## config.mk

```make
export PLATFORM = sky130hd
export DESIGN_NAME = morse_rx_decoder
export DESIGN_NICKNAME = d
export VERILOG_FILES = /design/src/rtl/morse_pkg.sv /design/src/rtl/morse_lut.sv /design/src/rtl/morse_rx_decoder.sv
export SDC_FILE = /design/constraint.sdc
export NUM_CORES = 1
export LEC_CHECK = 0
export CELL_PAD_IN_SITES_DETAIL_PLACEMENT = 0
export CELL_PAD_IN_SITES_GLOBAL_PLACEMENT = 1
export CORE_UTILIZATION = 43
export CTS_CLUSTER_SIZE = 8
export DETAILED_ROUTE_END_ITERATION = 8
export DONT_BUFFER_PORTS = 1
export GPL_ROUTABILITY_DRIVEN = 1
export GPL_TIMING_DRIVEN = 0
export PLACE_DENSITY_LB_ADDON = 0.1
export SLEW_MARGIN = 20
export SYNTH_ARGS = -nofsm -noshare
export SYNTH_HDL_FRONTEND = slang
export SYNTH_SLANG_ARGS = --single-unit
```

## constraint.sdc

```tcl
create_clock -name clk -period 2.53 [get_ports clk]
set_input_delay 0.506 -clock clk [delete_from_list [all_inputs] [get_ports clk]]
set_output_delay 0.506 -clock clk [all_outputs]
set_load 0.02 [all_outputs]
```

## src/rtl/morse_pkg.sv

```systemverilog
// Shared types and constants for the Morse receive path: FSM states, ASCII codes,
// symbol encoding, gap thresholds in units and a saturating run-counter increment.
package morse_pkg;

    typedef enum logic [2:0] {
        IDLE,
        MARK,
        SPACE,
        WORD_WAIT,
        STUCK
    } state_t;

    localparam int CNT_W = 11;

    localparam logic [9:0] ASCII_SPACE = 10'h020;
    localparam logic [9:0] ASCII_QMARK = 10'h03F;

    localparam logic DOT  = 1'b0;
    localparam logic DASH = 1'b1;

    localparam int CHAR_GAP_UNITS = 2;
    localparam int WORD_GAP_UNITS = 5;
    localparam int STUCK_UNITS    = 5;

    function automatic logic [CNT_W-1:0] sat_inc(input logic [CNT_W-1:0] v);
        return (v == {CNT_W{1'b1}}) ? v : v + {{(CNT_W-1){1'b0}}, 1'b1};
    endfunction

endpackage

```

## src/rtl/morse_lut.sv

```systemverilog
// Combinational Morse pattern table: symbol count plus pattern (MSB oldest,
// dash=1) to uppercase ASCII letters A-Z and digits 0-9.
module morse_lut (
    input  logic [2:0] len_i,
    input  logic [4:0] pat_i,
    output logic       valid_o,
    output logic [9:0] ascii_o
);

    always_comb begin
        valid_o = 1'b1;
        ascii_o = 10'h000;
        case ({len_i, pat_i})
            {3'd1, 5'b00000}: ascii_o = 10'h045; // E
            {3'd1, 5'b00001}: ascii_o = 10'h054; // T
            {3'd2, 5'b00001}: ascii_o = 10'h041; // A
            {3'd2, 5'b00000}: ascii_o = 10'h049; // I
            {3'd2, 5'b00011}: ascii_o = 10'h04D; // M
            {3'd2, 5'b00010}: ascii_o = 10'h04E; // N
            {3'd3, 5'b00100}: ascii_o = 10'h044; // D
            {3'd3, 5'b00110}: ascii_o = 10'h047; // G
            {3'd3, 5'b00101}: ascii_o = 10'h04B; // K
            {3'd3, 5'b00111}: ascii_o = 10'h04F; // O
            {3'd3, 5'b00010}: ascii_o = 10'h052; // R
            {3'd3, 5'b00000}: ascii_o = 10'h053; // S
            {3'd3, 5'b00001}: ascii_o = 10'h055; // U
            {3'd3, 5'b00011}: ascii_o = 10'h057; // W
            {3'd4, 5'b01000}: ascii_o = 10'h042; // B
            {3'd4, 5'b01010}: ascii_o = 10'h043; // C
            {3'd4, 5'b00010}: ascii_o = 10'h046; // F
            {3'd4, 5'b00000}: ascii_o = 10'h048; // H
            {3'd4, 5'b00111}: ascii_o = 10'h04A; // J
            {3'd4, 5'b00100}: ascii_o = 10'h04C; // L
            {3'd4, 5'b00110}: ascii_o = 10'h050; // P
            {3'd4, 5'b01101}: ascii_o = 10'h051; // Q
            {3'd4, 5'b00001}: ascii_o = 10'h056; // V
            {3'd4, 5'b01001}: ascii_o = 10'h058; // X
            {3'd4, 5'b01011}: ascii_o = 10'h059; // Y
            {3'd4, 5'b01100}: ascii_o = 10'h05A; // Z
            {3'd5, 5'b11111}: ascii_o = 10'h030; // 0
            {3'd5, 5'b01111}: ascii_o = 10'h031;
            {3'd5, 5'b00111}: ascii_o = 10'h032;
            {3'd5, 5'b00011}: ascii_o = 10'h033;
            {3'd5, 5'b00001}: ascii_o = 10'h034;
            {3'd5, 5'b00000}: ascii_o = 10'h035;
            {3'd5, 5'b10000}: ascii_o = 10'h036;
            {3'd5, 5'b11000}: ascii_o = 10'h037;
            {3'd5, 5'b11100}: ascii_o = 10'h038;
            {3'd5, 5'b11110}: ascii_o = 10'h039;
            default: valid_o = 1'b0;
        endcase
    end

endmodule

```

## src/rtl/morse_rx_decoder.sv

```systemverilog
// On/off-keyed Morse receiver: times mark/space runs against UNIT_CYCLES,
// buffers dots/dashes and emits decoded ASCII, word spaces and error pulses.
module morse_rx_decoder
    import morse_pkg::*;
#(
    parameter int UNIT_CYCLES = 4,
    parameter int MAX_SYMBOLS = 5
) (
    input  logic       clk,
    input  logic       reset,
    input  logic       morse_i,
    output logic [9:0] character_o,
    output logic       char_valid_o,
    output logic       err_o
);

    // Thresholds are compared against cnt+1 so that they fire on the N-th sample.
    localparam logic [12:0]      CHAR_TH  = 13'(CHAR_GAP_UNITS * UNIT_CYCLES);
    localparam logic [12:0]      WORD_TH  = 13'(WORD_GAP_UNITS * UNIT_CYCLES);
    localparam logic [12:0]      STUCK_TH = 13'(STUCK_UNITS * UNIT_CYCLES);
    localparam logic [CNT_W-1:0] DASH_MIN = CNT_W'(CHAR_GAP_UNITS * UNIT_CYCLES);
    localparam logic [2:0]       MAX_LEN  = 3'(MAX_SYMBOLS);

    state_t           state_q, state_d;
    logic [CNT_W-1:0] cnt_q, cnt_d;
    logic [2:0]       len_q, len_d;
    logic [4:0]       pat_q, pat_d;
    logic             ovf_q, ovf_d;
    logic [9:0]       char_q, char_d;
    logic             valid_q, valid_d;
    logic             err_q, err_d;

    logic [12:0] cnt_plus;
    logic        sym_bit;
    logic        lut_valid;
    logic [9:0]  lut_ascii;

    assign cnt_plus = {2'b00, cnt_q} + 13'd1;
    assign sym_bit  = (cnt_q >= DASH_MIN) ? DASH : DOT;

    morse_lut u_lut (
        .len_i   (len_q),
        .pat_i   (pat_q),
        .valid_o (lut_valid),
        .ascii_o (lut_ascii)
    );

    always_ff @(posedge clk) begin
        if (reset) begin
            state_q <= IDLE;
            cnt_q   <= '0;
            len_q   <= '0;
            pat_q   <= '0;
            ovf_q   <= 1'b0;
            char_q  <= 10'h000;
            valid_q <= 1'b0;
            err_q   <= 1'b0;
        end else begin
            state_q <= state_d;
            cnt_q   <= cnt_d;
            len_q   <= len_d;
            pat_q   <= pat_d;
            ovf_q   <= ovf_d;
            char_q  <= char_d;
            valid_q <= valid_d;
            err_q   <= err_d;
        end
    end

    always_comb begin
        state_d = state_q;
        cnt_d   = cnt_q;
        len_d   = len_q;
        pat_d   = pat_q;
        ovf_d   = ovf_q;
        case (state_q)
            IDLE: begin
                if (morse_i) begin
                    state_d = MARK;
                    cnt_d   = CNT_W'(1);
                end
            end
            MARK: begin
                if (morse_i) begin
                    cnt_d = sat_inc(cnt_q);
                    if (cnt_plus == STUCK_TH) begin
                        state_d = STUCK;
                        len_d   = '0;
                        pat_d   = '0;
                        ovf_d   = 1'b0;
                    end
                end else begin
                    if (len_q == MAX_LEN) begin
                        ovf_d = 1'b1;
                    end else begin
                        pat_d = {pat_q[3:0], sym_bit};
                        len_d = len_q + 3'd1;
                    end
                    state_d = SPACE;
                    cnt_d   = CNT_W'(1);
                end
            end
            SPACE: begin
                // A rising edge wins over the char-gap threshold in the same sample.
                if (morse_i) begin
                    state_d = MARK;
                    cnt_d   = CNT_W'(1);
                end else begin
                    cnt_d = sat_inc(cnt_q);
                    if (cnt_plus == CHAR_TH) begin
                        state_d = WORD_WAIT;
                        len_d   = '0;
                        pat_d   = '0;
                        ovf_d   = 1'b0;
                    end
                end
            end
            WORD_WAIT: begin
                if (morse_i) begin
                    state_d = MARK;
                    cnt_d   = CNT_W'(1);
                end else begin
                    cnt_d = sat_inc(cnt_q);
                    if (cnt_plus == WORD_TH) begin
                        state_d = IDLE;
                    end
                end
            end
            STUCK: begin
                cnt_d = sat_inc(cnt_q);
                if (!morse_i) begin
                    state_d = IDLE;
                end
            end
            default: state_d = IDLE;
        endcase
    end

    always_comb begin
        valid_d = 1'b0;
        err_d   = 1'b0;
        char_d  = char_q;
        case (state_q)
            MARK: begin
                if (morse_i && (cnt_plus == STUCK_TH)) begin
                    err_d = 1'b1;
                end
            end
            SPACE: begin
                if (!morse_i && (cnt_plus == CHAR_TH)) begin
                    valid_d = 1'b1;
                    if (ovf_q || !lut_valid) begin
                        char_d = ASCII_QMARK;
                        err_d  = 1'b1;
                    end else begin
                        char_d = lut_ascii;
                    end
                end
            end
            WORD_WAIT: begin
                if (!morse_i && (cnt_plus == WORD_TH)) begin
                    valid_d = 1'b1;
                    char_d  = ASCII_SPACE;
                end
            end
            default: ;
        endcase
    end

    assign character_o  = char_q;
    assign char_valid_o = valid_q;
    assign err_o        = err_q;

endmodule

```

==> key figures <==
Worst setup path
  – CP endpoint kind: flip-flop
  – Crit path kind: flip-flop to flip-flop
  – Critical path peak fanout: 10
  – Delay of the slowest cell on the worst path: 0.42 ns
  – WP data arrival: 2.65 ns
  – Slowest library cell on the worst path: a2111oi_1
  – Crit-path cells: clkbuf_1 -> nand4b_1 -> o21ai_0 -> a32o_1 -> a221oi_4 -> a41oi_4 -> nand2b_1 -> a2111oi_1
  – Startpoint types: flip-flop
  – Req. time, crit path: 2.69 ns
  – FF-to-FF path depth: 8

STA
  – Slew Viols, Final: 0
  – Worst Max-Slew Pin Slew: 0.888 ns
  – Min cycle time layout: approximately 2.5 ns
  – Final setup fails: 0
  – WHS: 0.396 ns
  – TNS Setup: 0 ns
  – Slew Limit Headroom: 40.8%
  – Final hold vios: 0
  – Clock skew: 0.0123 ns
  – Fin crit share: a little over nine tenths
  – FMAX: 402 MHz
  – RSZ-0062 raised after global routing: true

Status
  – Status: completed

Synth
  – Post-synth cell types: 76
  – Cells after Synth: 324
  – Number of synthesized flops with an enable pin: 0
  – Top cells by count, synth: dfxtp_1 (32), nor2_1 (31), nand2_1 (28)
  – Post-synth ARST share: 0%
  – Synth Flop Type: dfxtp_1
  – Top cells by area, synth: dfxtp_1 (25%), nor2_1 (4.6%), nand2_1 (4.2%)
  – Sequential fraction of the synthesis area: 25.4%
  – Flops & latches, synth: 32
  – Ys Warns: 0
  – Most frequent cell after synthesis: dfxtp_1
  – Synth top area share: 25.4%
  – Mapped Area: 0.00253 mm^2
  – Synth area leader: dfxtp_1
  – Mapped Avg Cell Area: 7.80 um^2

Hold path
  – Hold Path Class: input pin to flip-flop
  – Hold Path Depth: 2

Finish
  – Fraction of layout cells with a size suffix above 1: 17.2%
  – Area Overhead vs Synth: 15.0%
  – ANT cells: 0
  – Fin util: between 50% and 60%
  – NumNets Final: 345

Route
  – Drt drc: 0
  – Via-to-Cell Ratio: 6.02
  – WL per Instance: 16.8 um
  – Vias: 2462
  – Metal2 WL: 3.07 mm
  – DR top layer: met4
  – Total wire length: 6.87 mm
  – Drt initial violations: 234
  – Post-route ant nets: 0
  – 1st-pass router iterations: 5
  – Met3 routed WL: 431 um
  – Met1 wire length: between 3 and 4 mm

Global route
  – Grt total ovfl: 0
  – Initial antenna violation count: 0
  – Largest net degree at the start of global routing: 11
  – Vias in the first global route: 2246
  – Global-route wire length before repair: 11.4 mm
  – Total track usage: around 23%

Clocking
  – Worst skew pair latency: 0.28 ns
  – CTS tree: yes
  – CTS Hold Bufs: 0
  – CTS buffer count: 5
  – Clock sinks: 32
  – Clock Tree Buf Depth: 2
  – CTS Root Cell: clkbuf_8
  – CTS clk-pin slew, worst paths: ~0.080 ns
  – H-tree depth: 2

Place
  – Hpwl dp: roughly 4.8 mm
  – Routability cong.: 0.937
  – Buffers on Ports: 0

Die
  – Die Y: 78.6 um
  – Core box area: 0.00557 mm^2
  – Die area: 0.00619 mm^2
  – Initial Utilization: 45.3%
  – Die Wd: between 70 and 80 um
  – Core Rows: 27
  – I/O pins: 15

Pwr
  – Pwr dens: ~360 mW/mm^2
  – Static Leak: around 0.001 uW
  – Maximum VDD drop: approximately 260 uV

Job
  – Max-cap violations: 0
-- routing by layer --
layer / up-vias / GRT usage, %
met2: 92 / 35.0
met1: 1139 / 33.8
met3: 10 / 3.72
met4: 0 / 5.93
met5: - / 0
li1: 1221 / -
-- final timing paths --
kind                                        startpoint                       to  slack, ns
worst min-delay path                             reset  state_q[1]$_SDFFE_PP0P_       0.40
worst min register to register  cnt_q[10]$_SDFFE_PP0P_   cnt_q[10]$_SDFFE_PP0P_       0.56
worst max-delay path             len_q[2]$_SDFFE_PP0P_         err_o$_SDFF_PP0_       0.04
worst max register to register   len_q[2]$_SDFFE_PP0P_         err_o$_SDFF_PP0_       0.04
-- state kept, by name (all words and copies together), names as in the netlist --
signal and flops:
char_valid_o 1, len_q 3, ovf_q 1, pat_q 5, err_o 1, state_q 3, cnt_q 11, character_o 7
-- where the power goes --
| part | total, uW | switching, uW | internal (uW) |
|---|---|---|---|
| Sequential | 516 | 7.02 | 509 |
| Combinational | 101 | 60.7 | 40.6 |
| Clock | 433 | 191 | 242 |
-- placed cells by master (no fill, tap or decap), types with 3 or more instances in the layout --
cell and n:
nor3_1 7, clkbuf_1 11, clkbuf_2 3, a21oi_1 14, xor2_1 7, o22ai_1 3
nor2b_1 11, dfxtp_1 29, xnor2_1 8, nand3_1 9, conb_1 3, buf_4 8
nand3b_1 3, nor4_4 3, nand2_1 28, clkbuf_8 7, ha_1 4, a31oi_1 7
nor2_1 30, nand2b_1 10, nor3b_1 4, o21ai_0 10, nand4_1 9, and2_1 4
buf_2 4, a22o_1 12, buf_6 4, inv_1 9, and3_1 4
-- layout make-up --
| cell class | count | area (um^2) |
|---|---|---|
| plain buffers | 29 | 163 |
| clock buffers | 7 | 96.3 |
| fillers | 546 | 2670 |
| inverters | 9 | 33.8 |
| multi-input cells | 256 | 1840 |
| flip-flops and latches | 32 | 647 |
| well taps | 72 | 90.1 |
| repair buffers | 4 | 33.8 |
-- cell families (layout without fill, tap and decap cells) --
family,after synthesis,in the layout,share of synthesized area [%]
buffers and inverters,38,49,7.03
AOI/OAI and AO/OA,78,78,22.9
DFF,32,32,25.4
xor gates and xnor gates,15,15,5.20
adders and majority gates,5,5,2.48
and+or+nand+nor,151,151,35.0
other,1,3,0.148
muxes,4,4,1.83
-- critical path, delay by kind of cell, from the launching register on --
family | cells | cell delay (ns)
buffers and inverters | 1 | 0.23
AND/OR/NAND/NOR | 2 | 0.41
flip-flops | 1 | 0.35
AO/OA/AOI/OAI | 5 | 1.38
-- stage by stage --
| step | area [um^2] | setup slack, ns | instances | power, uW |
|---|---|---|---|---|
| floorplan | 2540 | 0.0299 | 326 | 599 |
| global placement | 2630 | -0.283 | 398 | 619 |
| detailed placement | 2630 | -0.279 | 398 | 618 |
| CTS | 2790 | 0.00373 | 409 | 1060 |
| global route | 2900 | -0.0756 | 409 | 1090 |
| finish | 2900 | 0.0421 | 409 | 1050 |
-- timing repair --
item | CTS | global route
gates resized for setup | 12 | 25
endpoints found under the setup margin | 15 | 17
buffers inserted | 4 | 0
gates cloned | 0 | 0
pin swaps | 7 | 7
(Power assumes the default switching activity.)
